**src/rtl/bcd_disp_pkg.sv**
```systemverilog
// Shared types and constants for the two-digit multiplexed BCD display scanner.
// Segment codes are active-low {g,f,e,d,c,b,a}; digit enables are active-low.
package bcd_disp_pkg;

    typedef enum logic [2:0] {
        S_OFF   = 3'd0,
        S_UNITS = 3'd1,
        S_GAP_U = 3'd2,
        S_TENS  = 3'd3,
        S_GAP_T = 3'd4
    } state_t;

    localparam logic [6:0] SEG_0    = 7'h40;
    localparam logic [6:0] SEG_1    = 7'h79;
    localparam logic [6:0] SEG_2    = 7'h24;
    localparam logic [6:0] SEG_3    = 7'h30;
    localparam logic [6:0] SEG_4    = 7'h19;
    localparam logic [6:0] SEG_5    = 7'h12;
    localparam logic [6:0] SEG_6    = 7'h02;
    localparam logic [6:0] SEG_7    = 7'h78;
    localparam logic [6:0] SEG_8    = 7'h00;
    localparam logic [6:0] SEG_9    = 7'h10;
    localparam logic [6:0] SEG_DASH = 7'h3F;
    localparam logic [6:0] SEG_OFF  = 7'h7F;

    localparam logic [1:0] AN_OFF   = 2'b11;
    localparam logic [1:0] AN_UNITS = 2'b10;
    localparam logic [1:0] AN_TENS  = 2'b01;

endpackage

```
**src/rtl/seg7_decode.sv**
```systemverilog
// Combinational BCD digit to active-low seven-segment code; non-BCD nibbles show a dash.
module seg7_decode
    import bcd_disp_pkg::*;
(
    input  logic [3:0] digit,
    output logic [6:0] seg
);

    always_comb begin
        seg = SEG_DASH;
        case (digit)
            4'd0:    seg = SEG_0;
            4'd1:    seg = SEG_1;
            4'd2:    seg = SEG_2;
            4'd3:    seg = SEG_3;
            4'd4:    seg = SEG_4;
            4'd5:    seg = SEG_5;
            4'd6:    seg = SEG_6;
            4'd7:    seg = SEG_7;
            4'd8:    seg = SEG_8;
            4'd9:    seg = SEG_9;
            default: seg = SEG_DASH;
        endcase
    end

endmodule

```
**src/rtl/bcd_display_scan.sv**
```systemverilog
// Two-digit multiplexed seven-segment scanner with guard gaps, tear-free frame
// updates via a pending register, and optional leading-zero blanking.
module bcd_display_scan
    import bcd_disp_pkg::*;
#(
    parameter int unsigned REFRESH_DIV = 50000,
    parameter int unsigned GAP_CYCLES  = 2,
    parameter int unsigned BLANK_LZ    = 1
) (
    input  logic       clk,
    input  logic       rst,
    input  logic       en,
    input  logic       load,
    input  logic [7:0] bcd_in,
    output logic [6:0] seg,
    output logic [1:0] an,
    output logic       frame_done
);

    localparam int unsigned CNT_MAX = (REFRESH_DIV > GAP_CYCLES) ? REFRESH_DIV : GAP_CYCLES;
    localparam int unsigned CNT_W   = (CNT_MAX > 2) ? $clog2(CNT_MAX) : 1;
    localparam logic [CNT_W-1:0] DIGIT_LAST = CNT_W'(REFRESH_DIV - 1);
    localparam logic [CNT_W-1:0] GAP_LAST   = CNT_W'(GAP_CYCLES - 1);

    state_t           state, state_nxt;
    logic [CNT_W-1:0] cnt;
    logic [7:0]       pend, pend_nxt;
    logic             flag, flag_nxt;
    logic [7:0]       disp, disp_nxt;
    logic             enter_units;
    logic [3:0]       digit;
    logic [6:0]       seg_dec;
    logic [6:0]       seg_nxt;
    logic [1:0]       an_nxt;
    logic             fd_nxt;

    // State register and shared phase counter; counter restarts on every transition.
    always_ff @(posedge clk or posedge rst) begin
        if (rst) begin
            state <= S_OFF;
            cnt   <= '0;
        end else begin
            state <= state_nxt;
            if (state_nxt != state || state_nxt == S_OFF)
                cnt <= '0;
            else
                cnt <= cnt + 1'b1;
        end
    end

    // Next-state logic.
    always_comb begin
        state_nxt = state;
        if (!en) begin
            state_nxt = S_OFF;
        end else begin
            case (state)
                S_OFF:   state_nxt = S_UNITS;
                S_UNITS: if (cnt == DIGIT_LAST) state_nxt = S_GAP_U;
                S_GAP_U: if (cnt == GAP_LAST)   state_nxt = S_TENS;
                S_TENS:  if (cnt == DIGIT_LAST) state_nxt = S_GAP_T;
                S_GAP_T: if (cnt == GAP_LAST)   state_nxt = S_UNITS;
                default: state_nxt = S_OFF;
            endcase
        end
    end

    assign enter_units = (state_nxt == S_UNITS) && (state != S_UNITS);

    // Pending/display update: display only changes at the start of a frame.
    always_comb begin
        pend_nxt = pend;
        flag_nxt = flag;
        disp_nxt = disp;
        if (enter_units) begin
            flag_nxt = 1'b0;
            if (load)
                disp_nxt = bcd_in;
            else if (flag)
                disp_nxt = pend;
        end else if (load) begin
            pend_nxt = bcd_in;
            flag_nxt = 1'b1;
        end
    end

    assign digit = (state_nxt == S_TENS) ? disp_nxt[7:4] : disp_nxt[3:0];

    seg7_decode u_dec (
        .digit (digit),
        .seg   (seg_dec)
    );

    // Output values for the upcoming state, registered below so outputs track state exactly.
    always_comb begin
        seg_nxt = SEG_OFF;
        an_nxt  = AN_OFF;
        fd_nxt  = (state == S_GAP_T) && (state_nxt == S_UNITS);
        case (state_nxt)
            S_UNITS: begin
                an_nxt  = AN_UNITS;
                seg_nxt = seg_dec;
            end
            S_TENS: begin
                if (!((BLANK_LZ != 0) && (disp_nxt[7:4] == 4'd0))) begin
                    an_nxt  = AN_TENS;
                    seg_nxt = seg_dec;
                end
            end
            default: ;
        endcase
    end

    always_ff @(posedge clk or posedge rst) begin
        if (rst) begin
            pend       <= 8'h00;
            flag       <= 1'b0;
            disp       <= 8'h00;
            seg        <= SEG_OFF;
            an         <= AN_OFF;
            frame_done <= 1'b0;
        end else begin
            pend       <= pend_nxt;
            flag       <= flag_nxt;
            disp       <= disp_nxt;
            seg        <= seg_nxt;
            an         <= an_nxt;
            frame_done <= fd_nxt;
        end
    end

endmodule

```
**config.mk**
```make
export PLATFORM = sky130hd
export DESIGN_NAME = bcd_display_scan
export DESIGN_NICKNAME = d
export VERILOG_FILES = /design/src/rtl/bcd_disp_pkg.sv /design/src/rtl/seg7_decode.sv /design/src/rtl/bcd_display_scan.sv
export SDC_FILE = /design/constraint.sdc
export NUM_CORES = 1
export LEC_CHECK = 0
export BUFFER_PORTS_ARGS = -buffer_cell sky130_fd_sc_hd__buf_2
export CAP_MARGIN = 20
export CORE_MARGIN = 8
export CORE_UTILIZATION = 54
export DETAILED_ROUTE_END_ITERATION = 8
export GPL_ROUTABILITY_DRIVEN = 0
export PLACE_DENSITY = 0.83
export SLEW_MARGIN = 20
export SYNTH_ARGS = -nofsm -noshare
export SYNTH_HDL_FRONTEND = slang
export SYNTH_SLANG_ARGS = --single-unit
```
**constraint.sdc**
```tcl
create_clock -name clk -period 3.2 [get_ports clk]
set_input_delay 0.16 -clock clk [delete_from_list [all_inputs] [get_ports clk]]
set_output_delay 0.16 -clock clk [all_outputs]
set_load 0.01 [all_outputs]
```
=== Yosys cells after proc, flatten, opt, wreduce, memory -nomap -nowiden ===
Memory sizes are Yosys's and may differ from the RTL's.
Index checks and enable logic that the tools add are counted.

* Input port bits: 12
* ROM bits: 112
* Memories: 1
* Bits in writable memories: 0
* Logic and storage cells: 46
* Output and inout port bits: 10
* Bits in latches: 0
* Register bits after elaboration: 46

* Reduce and logical (&&, ||, !) cells: 8
* Equal/unequal tests: 10
* Multiplexer cells: 17
* Multipliers: 0
* Add/sub/neg operators: 1
* Magnitude comparators: 0
* Divide/modulo/power cells: 0
* Bitwise operators: 1
* Shift operators: 0

{| class="wikitable"
|+ Memories
! name !! depth !! bits a word !! read ports !! clocked after Yosys merged registers in !! wr ports !! line !! text
|-
| (name not given) || 16 || 7 || 1 || 0 || 0 || seg7_decode.sv:11 || <nowiki>case (digit)</nowiki>
|}

{| class="wikitable"
|+ Operators with widths
! kind !! number
|-
| $mux 8 || 3
|-
| $add 16x1->16 const B || 1
|-
| $eq 16x1->1 const B || 1
|-
| $eq 16x16->1 const B || 1
|-
| $mux 16 || 1
|-
| $mux 3 || 5
|-
| $pmux 3 s5 || 1
|-
| $pmux 7 s2 || 1
|-
| $eq 3x2->1 const B || 3
|-
| $mux 7 || 1
|-
| $eq 3x1->1 const B || 2
|-
| $logic_not 3->1 || 2
|-
| $logic_not 4->1 || 1
|-
| $mux 4 || 1
|-
| $pmux 2 s2 || 1
|-
| $eq 3x3->1 const B || 1
|-
| $ne 3x1->1 const B || 1
|-
| $ne 3x3->1 || 1
|-
| $logic_and 1x1->1 || 2
|-
| $mux 1 || 2
|-
| $mux 2 || 1
|-
| $reduce_and 2->1 || 1
|-
| $reduce_bool 2->1 || 1
|-
| $logic_or 1x1->1 || 1
|-
| $not 1->1 || 1
|}

=== Longest topological paths before layout ===
Gate-level depths: netlist of the first run.
An unclocked memory read counts as a cell.

* Depth after elaboration: 11
* Mapped depth: 13
* Gate-level depth less buffers: 12

=== Hierarchy ===
Synthesis of the first run repeated with hierarchy kept, for this count alone.

* Cells, all modules: 220
* Area, all modules: 2527.4 sq um

{| class="wikitable"
|+ Modules (own cells, without submodules)
! module !! sequential area each (sq um) !! cells an instance !! area an instance (sq um) !! times used
|-
| bcd_display_scan || 1162.4 || 189 || 2287.2 || 1
|-
| seg7_decode || 0.0 || 31 || 240.2 || 1
|}

=== Worst setup path after synthesis of the first run ===
OpenSTA, ideal clock, no wires.

* Kind: flip-flop to flip-flop
* Start: register state[1]
* End: register seg[4]
* Cell stages (with the launch flop): 13
* Buffers on the path: 3
* Arrival time: 2.930 ns
* Required time: 3.125 ns
* Slack: 0.195 ns
* Library setup time: 0.075 ns
* Clock period less this slack: 3.005 ns
* Path through: dfrtp_1 > clkbuf_1 > or3b_2 > clkbuf_1 > buf_2 > or3_1 > and3_1 > or2_2 > ha_1 > nor4b_1 > a31oi_1 > o311a_1 > o211ai_2

* Longest elaborated chain between the ends: 10
* Elaborated cells on any way between the ends: 21
* Classes of those cells: eq/ne (7); mux (10); reduce/logical (3); memory (1)

{| class="wikitable"
|+ RTL lines
! element !! line !! text
|-
| start: declaration || bcd_display_scan.sv:25 || <nowiki>state_t state, state_nxt;</nowiki>
|-
| start signal: assignment || bcd_display_scan.sv:43 || <nowiki>state <= state_nxt;</nowiki>
|-
| $eq 3x3->1 (tied with other cells) || bcd_display_scan.sv:57 || <nowiki>case (state)</nowiki>
|-
| $pmux 3 s5 || bcd_display_scan.sv:57 ||
|-
| $mux 3 || bcd_display_scan.sv:54 || <nowiki>if (!en) begin</nowiki>
|-
| $eq 3x1->1 || bcd_display_scan.sv:68, bcd_display_scan.sv:99 ||
|-
| $logic_and 1x1->1 || bcd_display_scan.sv:68 || <nowiki>assign enter_units = (state_nxt == S_UNITS) && (state != S_UNITS);</nowiki>
|-
| $mux 8 || bcd_display_scan.sv:75 || <nowiki>if (enter_units) begin</nowiki>
|-
| $mux 4 || bcd_display_scan.sv:87 || <nowiki>assign digit = (state_nxt == S_TENS) ? disp_nxt[7:4] : disp_nxt[3:0];</nowiki>
|-
| $mem_v2 16x7 || n/a ||
|-
| $mux 7 || bcd_display_scan.sv:105 || <nowiki>if (!((BLANK_LZ != 0) && (disp_nxt[7:4] == 4'd0))) begin</nowiki>
|-
| $pmux 7 s2 (*) || bcd_display_scan.sv:99 || <nowiki>case (state_nxt)</nowiki>
|-
| net seg_nxt[4] || bcd_display_scan.sv:33 || <nowiki>logic [6:0] seg_nxt;</nowiki>
|-
| end signal: assignment || bcd_display_scan.sv:126 || <nowiki>seg <= seg_nxt;</nowiki>
|-
| end: declaration || bcd_display_scan.sv:15 || <nowiki>output logic [6:0] seg,</nowiki>
|}

The timed path passes the listed nets; every way through them passes the cells marked *.
A chain may end at the register's enable or synchronous reset.

=== Worst setup path after layout of the first run ===
* Start: register cnt[12]
* End: register seg[4]

* Longest elaborated chain between the ends: 11
* Elaborated cells on any way between the ends: 17
* Classes of those cells: eq/ne (4); mux (10); reduce/logical (2); memory (1)

{| class="wikitable"
|+ RTL lines
! element !! line !! text
|-
| start: declaration || bcd_display_scan.sv:26 || <nowiki>logic [CNT_W-1:0] cnt;</nowiki>
|-
| start signal: assignment || bcd_display_scan.sv:47 || <nowiki>cnt <= cnt + 1'b1;</nowiki>
|-
| $eq 16x1->1 / $eq 16x16->1 (equally long branches) || n/a ||
|-
| $mux 3 (on tied branches) || n/a ||
|-
| $pmux 3 s5 (*) || bcd_display_scan.sv:57 ||
|-
| $mux 3 (*) || bcd_display_scan.sv:54 ||
|-
| $eq 3x1->1 || bcd_display_scan.sv:68, bcd_display_scan.sv:99 ||
|-
| $logic_and 1x1->1 || bcd_display_scan.sv:68 ||
|-
| $mux 8 || bcd_display_scan.sv:75 ||
|-
| $mux 4 || bcd_display_scan.sv:87 ||
|-
| $mem_v2 16x7 || n/a ||
|-
| $mux 7 || bcd_display_scan.sv:105 ||
|-
| $pmux 7 s2 (*) || bcd_display_scan.sv:99 ||
|-
| net seg_nxt[4] || bcd_display_scan.sv:33 ||
|}

Marked as above.

==> results of run 1 <==
[metal layers]
layer / routed length, um / GRT usage [%] / up-vias / share of wire, %
met3: 167 / 3.06 / 10 / 3.0
met4: 109 / 7.64 / 0 / 2.0
met2: 2910 / 27.0 / 34 / 52
met5: 0 / 0 / - / 0
met1: 2390 / 18.6 / 1023 / 43
li1: - / - / 987 / -
[power breakdown]
group	switching, W	internal, W
clock network	0.000202	0.000154
logic	0.000159	0.000123
registers	0.0000312	0.000650
total	0.000392	0.000928
[synthesized netlist by cell type (5+ instances only)]
cell,n
xor2_1,6
xnor2_1,10
nand3_1,7
nor2_1,27
nand4_1,8
mux2_2,11
ha_1,9
mux2i_1,5
dfstp_2,9
inv_1,13
clkbuf_1,6
nand2_1,16
dfrtp_1,37
and3_1,6
[layout by cell type (no fill, tap or decap), types with 7 or more instances in the layout]
master,synthesis,final
dfrtp_1,37,37
nor2_1,27,27
buf_4,1,23
buf_2,2,21
nand2_1,16,16
inv_1,13,12
mux2_2,11,11
xnor2_1,10,10
ha_1,9,9
dfstp_2,9,9
nand4_1,8,8
nand3_1,7,7
[logic make-up after synthesis]
group | after synthesis | synth area share [%]
adder cells (fa/ha/maj) | 10 | 4.69
AND/OR/NAND/NOR | 93 | 20.8
XOR/XNOR | 16 | 5.36
multiplexers | 16 | 6.65
flip-flops | 46 | 44.4
AO/OA/AOI/OAI | 44 | 13.7
buffers and inverters | 25 | 4.40
[through the flow]
stage | utilization, % | cells | hold slack [ns] | power [W] | instance area (um2)
floorplan | - | 250 | 0.289 | 0.000872 | 2620
global placement | 61.4 | 334 | 0.324 | 0.000957 | 2880
detailed placement | 61.4 | 334 | 0.343 | 0.000970 | 2880
CTS | 63.6 | 343 | 0.0849 | 0.00133 | 2990
global route | 63.9 | 345 | 0.0873 | 0.00138 | 3000
finish | 63.9 | 345 | 0.0949 | 0.00132 | 3000
[flip-flops by register name (all words and copies together), names as in the netlist]
register,flops
disp,8
cnt,16
seg,7
pend,8
flag,1
frame_done,1
state,3
an,2
[layout make-up]
class / instances / area [um2] / share of cell area (%)
clock buffer: 6 / 72.6 / 2.42
timing repair buffer: 45 / 288 / 9.59
inverter: 13 / 48.8 / 1.63
sequential: 46 / 1160 / 38.7
clock inverter: 2 / 15.0 / 0.500
tap: 54 / 67.6 / 2.25
multi-input combinational: 179 / 1350 / 44.9
[repair_timing]
action                     CTS  global route
pin swaps                    0             1
setup buffers                0             2
cloned                       0             0
resized for setup            1             1
hold endpoints to repair    13             0
hold buffers                 1             0
setup endpoints to repair    2             1
[final timing paths]
kind                                  endpoint               from  slack [ns]
max in group asynchronous    disp[1]$_DFF_PP0_                rst        2.25
min reg2reg                   cnt[0]$_DFF_PP0_   cnt[0]$_DFF_PP0_        0.50
min                        pend[2]$_DFFE_PP0P_          bcd_in[2]        0.09
min in group asynchronous    disp[3]$_DFF_PP0_                rst        0.53
max reg2reg                   seg[4]$_DFF_PP1_  cnt[12]$_DFF_PP0_        0.16
max                           seg[4]$_DFF_PP1_  cnt[12]$_DFF_PP0_        0.16
[worst reg2reg max path: cells and delay by family, from the launching register on]
| kind | cells | cell delay [ns] |
|---|---|---|
| compound gates | 4 | 0.81 |
| simple gates | 5 | 1.54 |
| flops | 1 | 0.38 |
| fa+ha+maj | 1 | 0.25 |
==> run_results.csv, run 1 <==
group,metric,value,unit
timing,tns,0,ns
placed_design,hpwl,4090,um
die,start_util,55.8,%
critical_path,crit_path_end_kind,"flip-flop",
grt,gr-total-overflow,0,
timing,timing.final.crit_share,95.1,%
timing,fin_ws,0.158,ns
synthesis,synthFlopType,"dfrtp_1",
critical_path,r2r_cells,10,
synthesis,synth_top_area_share,35.4,%
synthesis,syn_nets,271,
clocking,cts_buffers,5,
routing,viasPerCell,5.95,
timing,fin_crit,3.04,ns
routing,dr.pass1.iters,4,
die,core_area,0.00469,mm2
clocking,cts_tree,"built",
clocking,htree_num_levels,2,
timing,skew,0.0140,ns
routing,drtIter0Drc,80,
flow_run,drv_cap,0,
power,ir_drop,0.380,mV
clocking,clk_pin_slew,0.09,ns
placed_design,preCtsSetupSlack,-0.0724,ns
timing,rsz0062_at_grt,"false",
critical_path,path_delay_family,"simple AND/OR/NAND/NOR gates",
synthesis,yosysTopAreaCell,"dfrtp_1",
hold_path,hold_depth,2,
critical_path,worstPathCellList,"or4_1 > o41ai_2 > or2_1 > nor2_1 > or2_2 > ha_1 > nor4b_1 > a31oi_1 > o311a_1 > o211ai_2",
power,p_leak,1.32,nW
critical_path,arrival,3.28,ns
routing,ant_nets,0,
final_layout,area_growth,14.7,%
grt,first_global_vias,2048,
placed_design,port_buffers,21,
routing,drc_errors,0,
critical_path,cp_slowest_stage_delay,0.57,ns
synthesis,synthArstFlopShare,100,%
synthesis,netlist_instances,250,
die,die-area,0.00733,mm2
critical_path,critPathKind,"flip-flop to flip-flop",
power,powerDensity,440,mW/mm2
grt,grt_start_max_net_pins,47,
critical_path,start_kind,"flip-flop",
clocking,root_buffer,"clkbuf_8",
synthesis,ys_seq_area_share,44.4,%
synthesis,ys_ff_latch,46,
timing,slew_headroom,53.1,%
routing,vias,2054,
timing,finalHoldViolCount,0,
synthesis,yosysWarnings,0,
synthesis,synth_edf_count,0,
clocking,clkSinkCount,46,
synthesis,ys_top_cells_by_area,"dfrtp_1 35%, dfstp_2 9.0%, mux2_2 4.7%, ha_1 4.3%, nor2_1 3.9%",
critical_path,path_buf_inv,0,
routing,wl_per_cell,16.2,um
clocking,clock_latency,0.31,ns
grt,antenna_found_initial,0,
critical_path,path_depth,10,
timing,tightest_slew,0.699,ns
status,outcome,"complete, no violations",
final_layout,finalNetCount,311,
grt,grt_pass1_wl,9370,um
critical_path,worstPathMaxFanout,6,
die,rows,25,
timing,max_freq,0.329,GHz
synthesis,synth_cell_types,60,
die,num_io_pins,22,
critical_path,cp_slowest_cell,"or4_1",
die,fp.dieW,85.6,um
timing,drv_slew,0,
grt,grt_usage,15.8,%
routing,drt_wl_total,5580,um
final_layout,fill_cells,368,
timing,setup_violations,0,
die,die_h,85.6,um
synthesis,syn_area,0.00262,mm2
hold_path,holdCritPathClass,"input port to flip-flop",
synthesis,syn_avg_cell_area,10.5,um2
final_layout,diodes,0,
final_layout,drive_gt1_share,28.5,%
clocking,clockBufferDepth,2,
critical_path,critical_path_required,3.44,ns
No activity file was read; power rests on OpenSTA's default activity.
==> inputs of run 2 (changes only) <==
CORE_UTILIZATION = 55   (was 54)
CTS_BUF_LIST = sky130_fd_sc_hd__clkbuf_2   (was unset)
PLACE_DENSITY = 0.84   (was 0.83)
==> run_results.csv, run 2 (synthesis results as in run 1) <==
group,metric,value,unit
critical_path,worstPathMaxFanout,5,
hold_path,hold_start,"load",
routing,wl_per_cell,15.9,um
clocking,cts_setup_buffers,0,
power,ir_drop,0.297,mV
flow_run,drv_cap,0,
die,die-area,0.00722,mm2
critical_path,crit_path_end_kind,"flip-flop",
clocking,cts_buffers,5,
routing,dr.pass1.iters,5,
critical_path,r2r_cells,10,
critical_path,cp_slowest_stage_delay,0.57,ns
final_layout,drive_gt1_share,27.1,%
critical_path,worstPathCellList,"or4_1 > o41ai_2 > or2_1 > nor2_1 > or2_2 > ha_1 > nor4b_1 > a31oi_1 > o311a_1 > o211ai_2",
hold_path,holdCritPathClass,"input port to flip-flop",
final_layout,finish.instance_area,0.00304,mm2
placed_design,hpwl,4010,um
timing,rsz0062_at_grt,"false",
timing,skew,0.00595,ns
grt,gr-total-overflow,0,
placed_design,placed_area,0.00286,mm2
die,start_util,56.1,%
critical_path,cp_slowest_cell,"or4_1",
final_layout,layout_commonest_cell,"dfrtp_1",
timing,fin_ws,0.173,ns
grt,antenna_found_initial,0,
final_layout,area_growth,16.0,%
timing,finalHoldViolCount,0,
final_layout,fill_cells,350,
grt,grt_start_max_net_pins,47,
timing,setup_violations,0,
status,outcome,"complete, no violations",
hold_path,hold_end,"disp[4]$_DFF_PP0_",
critical_path,start_kind,"flip-flop",
clocking,clkSinkCount,46,
routing,drt_wl_total,5550,um
grt,grt_pass1_wl,9690,um
routing,drc_errors,0,
critical_path,r2r-end,"seg[4]$_DFF_PP1_",
final_layout,top_register,"cnt",
grt,grt_usage,16.4,%
placed_design,port_buffers,21,
final_layout,largest_reg_flops,16,
clocking,clk_pin_slew,0.24,ns
timing,drv_slew,0,
timing,fin_crit,3.03,ns
timing,tns,0,ns
die,core_area,0.00466,mm2
final_layout,mostFrequentLayoutCells,"37 x dfrtp_1, 27 x nor2_1, 21 x buf_2, 18 x buf_4, 16 x nand2_1",
timing,tightest_slew,0.947,ns
timing,max_freq,0.330,GHz
grt,first_global_vias,2124,
clocking,root_buffer,"clkbuf_2",
final_layout,finalNetCount,315,
routing,vias,2034,
die,die_h,85.0,um
critical_path,arrival,3.40,ns
clocking,clock_latency,0.42,ns
power,powerDensity,427,mW/mm2
routing,viasPerCell,5.83,
final_layout,reg_top3,"cnt (16), disp (8), pend (8)",
clocking,cts_tree,"built",
final_layout,diodes,0,
critical_path,rrSetupSlack,0.17,ns
power,power,0.00130,W
routing,ant_nets,0,
timing,slew_headroom,36.8,%
timing,timing.final.crit_share,94.6,%
routing,drtIter0Drc,94,
critical_path,critPathKind,"flip-flop to flip-flop",
die,num_io_pins,22,
clocking,htree_num_levels,2,
die,rows,25,
die,fp.dieW,85.0,um
placed_design,preCtsSetupSlack,0.0674,ns
critical_path,critical_path_required,3.58,ns
critical_path,r2r-start,"cnt[13]$_DFF_PP0_",
power,p_leak,1.33,nW
hold_path,hold_depth,4,
clocking,clockBufferDepth,2,
## run 2: stage by stage
stage / std cells / hold WS [ns] / utilization, %
finish: 349 / 0.252 / 65.1
floorplan: 250 / 0.289 / -
detailed placement: 331 / 0.412 / 61.3
global placement: 331 / 0.408 / 61.3
CTS: 349 / 0.237 / 65.0
global route: 349 / 0.267 / 65.1
## run 2: worst max path at each step
stage | startpoint | to | slack (ns) | depth (start not counted)
final | cnt[13]$_DFF_PP0_ | seg[4]$_DFF_PP1_ | 0.17 | 10
after global routing | cnt[13]$_DFF_PP0_ | seg[4]$_DFF_PP1_ | 0.02 | 10
after CTS | cnt[12]$_DFF_PP0_ | seg[4]$_DFF_PP1_ | 0.04 | 10
after detailed placement | cnt[12]$_DFF_PP0_ | seg[4]$_DFF_PP1_ | 0.07 | 10
after global placement | cnt[12]$_DFF_PP0_ | seg[4]$_DFF_PP1_ | 0.19 | 10
after floorplan | state[1]$_DFF_PP0_ | seg[4]$_DFF_PP1_ | 0.20 | 12
## run 2: where the power goes
group	total, W	switching, W	internal [W]
combinational	0.000289	0.000157	0.000131
sequential	0.000683	0.0000320	0.000651
clock	0.000326	0.000195	0.000131
total	0.00130	0.000384	0.000913
## run 2: repair_timing
| action | in CTS | in global routing |
|---|---|---|
| resized for setup | 0 | 2 |
| hold buffers | 10 | 0 |
| hold endpoints to repair | 47 | 0 |
| setup endpoints to repair | 0 | 5 |
## run 2: cell type report
class / instances / area (um2) / area share, %
clock buffer: 5 / 25.0 / 0.824
timing repair buffer: 49 / 340 / 11.2
multi-input combinational: 179 / 1350 / 44.4
tap: 54 / 67.6 / 2.23
sequential: 46 / 1160 / 38.3
inverter: 13 / 48.8 / 1.61
clock inverter: 3 / 45.0 / 1.48
## run 2: critical path: cells and delay by family, from the launching register on
family,cells,cell delay [ns]
adder cells (fa/ha/maj),1,0.24
AO/OA/AOI/OAI,4,0.78
flip-flops,1,0.50
AND/OR/NAND/NOR,5,1.47
## run 2: metal layers
layer  track usage [%]  share of wire [%]
met1              18.6                 43
met2              29.4                 53
met3              3.28                2.1
met4              5.99                2.3
met5                 0                  0
==> inputs of run 3 (changes only) <==
CTS_BUF_LIST = unset   (was sky130_fd_sc_hd__clkbuf_2)
PLACE_DENSITY = 0.81   (was 0.84)
clock period = 3 ns   (was 3.2 ns; I/O delays follow)
==> run_results.csv, run 3 (synthesis results as in run 1) <==
group,metric,value,unit
final_layout,reg_top3,"cnt (16), disp (8), pend (8)",
die,die-area,0.00722,mm2
timing,setup_violations,0,
final_layout,mostFrequentLayoutCells,"37 x dfrtp_1, 31 x buf_4, 27 x nor2_1, 21 x buf_2, 16 x nand2_1",
critical_path,start_kind,"flip-flop",
timing,max_freq,0.346,GHz
clocking,clockBufferDepth,2,
timing,rsz0062_at_grt,"true",
final_layout,layout_commonest_cell,"dfrtp_1",
timing,finalHoldViolCount,0,
timing,skew,0.0166,ns
critical_path,crit_path_end_kind,"flip-flop",
critical_path,r2r-end,"seg[4]$_DFF_PP1_",
final_layout,largest_reg_flops,16,
placed_design,place_inst,341,
grt,antenna_found_initial,0,
timing,slew_headroom,37.4,%
critical_path,critical_path_required,3.25,ns
grt,first_global_vias,2105,
timing,tightest_slew,0.937,ns
final_layout,drive_gt1_share,33.9,%
placed_design,port_buffers,21,
timing,drv_slew,0,
clocking,cts_tree,"built",
power,pwr-share-clk,26.7,%
clocking,hold_buffers,0,
clocking,cts_buffers,5,
timing,timing.final.crit_share,96.2,%
status,outcome,"complete, no violations",
critical_path,arrival,3.13,ns
die,rows,25,
routing,viasPerCell,5.91,
power,p_leak,1.37,nW
power,seq_power_share,50.5,%
routing,vias,2080,
die,die_h,85.0,um
power,p_switching,0.000432,W
critical_path,worstPathMaxFanout,3,
routing,drt_wl_total,5790,um
hold_path,holdCritPathClass,"input port to async pin",
critical_path,r2r-start,"cnt[1]$_DFF_PP0_",
routing,ant_nets,0,
power,p_sw_share,30.0,%
clocking,clk_pin_slew,0.10,ns
final_layout,stdcell_count,352,
critical_path,rrSetupSlack,0.11,ns
timing,tns,0,ns
grt,gr-total-overflow,0,
power,combPwrFrac,22.8,%
grt,grt_start_max_net_pins,47,
flow_run,drv_cap,0,
clocking,clock_latency,0.31,ns
die,num_io_pins,22,
die,start_util,56.1,%
final_layout,finalNetCount,318,
routing,drc_errors,0,
final_layout,top_register,"cnt",
placed_design,hpwl,4090,um
critical_path,critPathKind,"flip-flop to flip-flop",
final_layout,diodes,0,
routing,wl_per_cell,16.5,um
grt,grt_usage,16.6,%
die,core_area,0.00466,mm2
final_layout,area_growth,18.3,%
critical_path,r2r_cells,12,
clocking,htree_num_levels,2,
power,power,0.00144,W
routing,drtIter0Drc,80,
die,fp.dieW,85.0,um
power,powerDensity,465,mW/mm2
power,p_int,0.00101,W
clocking,clkSinkCount,46,
routing,dr.pass1.iters,4,
clocking,root_buffer,"clkbuf_8",
power,ir_drop,0.356,mV
grt,grt_pass1_wl,9680,um
timing,fin_crit,2.89,ns
[run 3: cell count changes in the layout (fill, tap and decap cells not counted), moves of 2 or more]
cell / previous run / this run
dlygate4sd3_1: 10 / 0
a211oi_2: 0 / 2
clkbuf_8: 0 / 5
a211oi_1: 2 / 0
clkbuf_2: 5 / 0
buf_4: 18 / 31
[run 3: worst max-delay path, stage by stage (launching register included)]
cell	delay (ns)
dfrtp_1	0.40
inv_1	0.06
ha_1	0.15
nor4b_4	0.33
a41oi_4	0.16
or3_4	0.42
and3_1	0.20
or2_2	0.33
ha_2	0.21
nor4b_2	0.24
a31oi_1	0.06
o311a_1	0.12
o211ai_2	0.16
[run 3: repair_timing]
action,in CTS,in global routing
gates resized for setup,2,9
setup endpoints to repair,2,5
pin swaps,1,3
setup buffers,1,2
[run 3: metrics by stage]
| stage | instance area (um2) | hold slack (ns) | worst slack [ns] | utilization [%] |
|---|---|---|---|---|
| floorplan | 2620 | 0.279 | 0.0159 | - |
| global placement | 2930 | 0.397 | 0.0887 | 62.9 |
| detailed placement | 2930 | 0.401 | -0.00387 | 62.9 |
| CTS | 3040 | 0.0726 | 0.0103 | 65.1 |
| global route | 3100 | 0.0765 | -0.0445 | 66.4 |
| finish | 3100 | 0.0385 | 0.113 | 66.4 |
[run 3: routing by layer]
metal,GRT usage [%],part of all wire (%)
met1,19.2,43
met2,28.3,53
met3,4.15,2.4
met4,7.12,1.6
met5,0,0
[run 3: worst max path at each step]
stage / from / to / slack [ns] / depth (start not counted)
after global placement: cnt[7]$_DFF_PP0_ / seg[4]$_DFF_PP1_ / 0.09 / 11
after floorplan: cnt[8]$_DFF_PP0_ / seg[4]$_DFF_PP1_ / 0.02 / 11
after detailed placement: cnt[7]$_DFF_PP0_ / seg[4]$_DFF_PP1_ / -0.004 / 11
after global routing: cnt[1]$_DFF_PP0_ / seg[4]$_DFF_PP1_ / -0.04 / 12
final: cnt[1]$_DFF_PP0_ / seg[4]$_DFF_PP1_ / 0.11 / 12
after CTS: cnt[7]$_DFF_PP0_ / seg[4]$_DFF_PP1_ / 0.01 / 11
[run 3: layout make-up]
type	count	area (um2)
inverter	13	48.8
fill	364	1570
tap	54	67.6
multi-input combinational	179	1390
sequential	46	1160
clock inverter	3	21.3
timing repair buffer	52	338
clock buffer	5	68.8
[run 3: power groups by stage]
stage	clock network [W]	registers [W]	logic, W
3_3_place_gp	0	0.000735	0.000301
3_5_place_dp	0	0.000737	0.000313
6_report	0.000384	0.000727	0.000328
4_1_cts	0.000391	0.000726	0.000316
5_1_grt	0.000413	0.000734	0.000362
2_1_floorplan	0	0.000741	0.000190
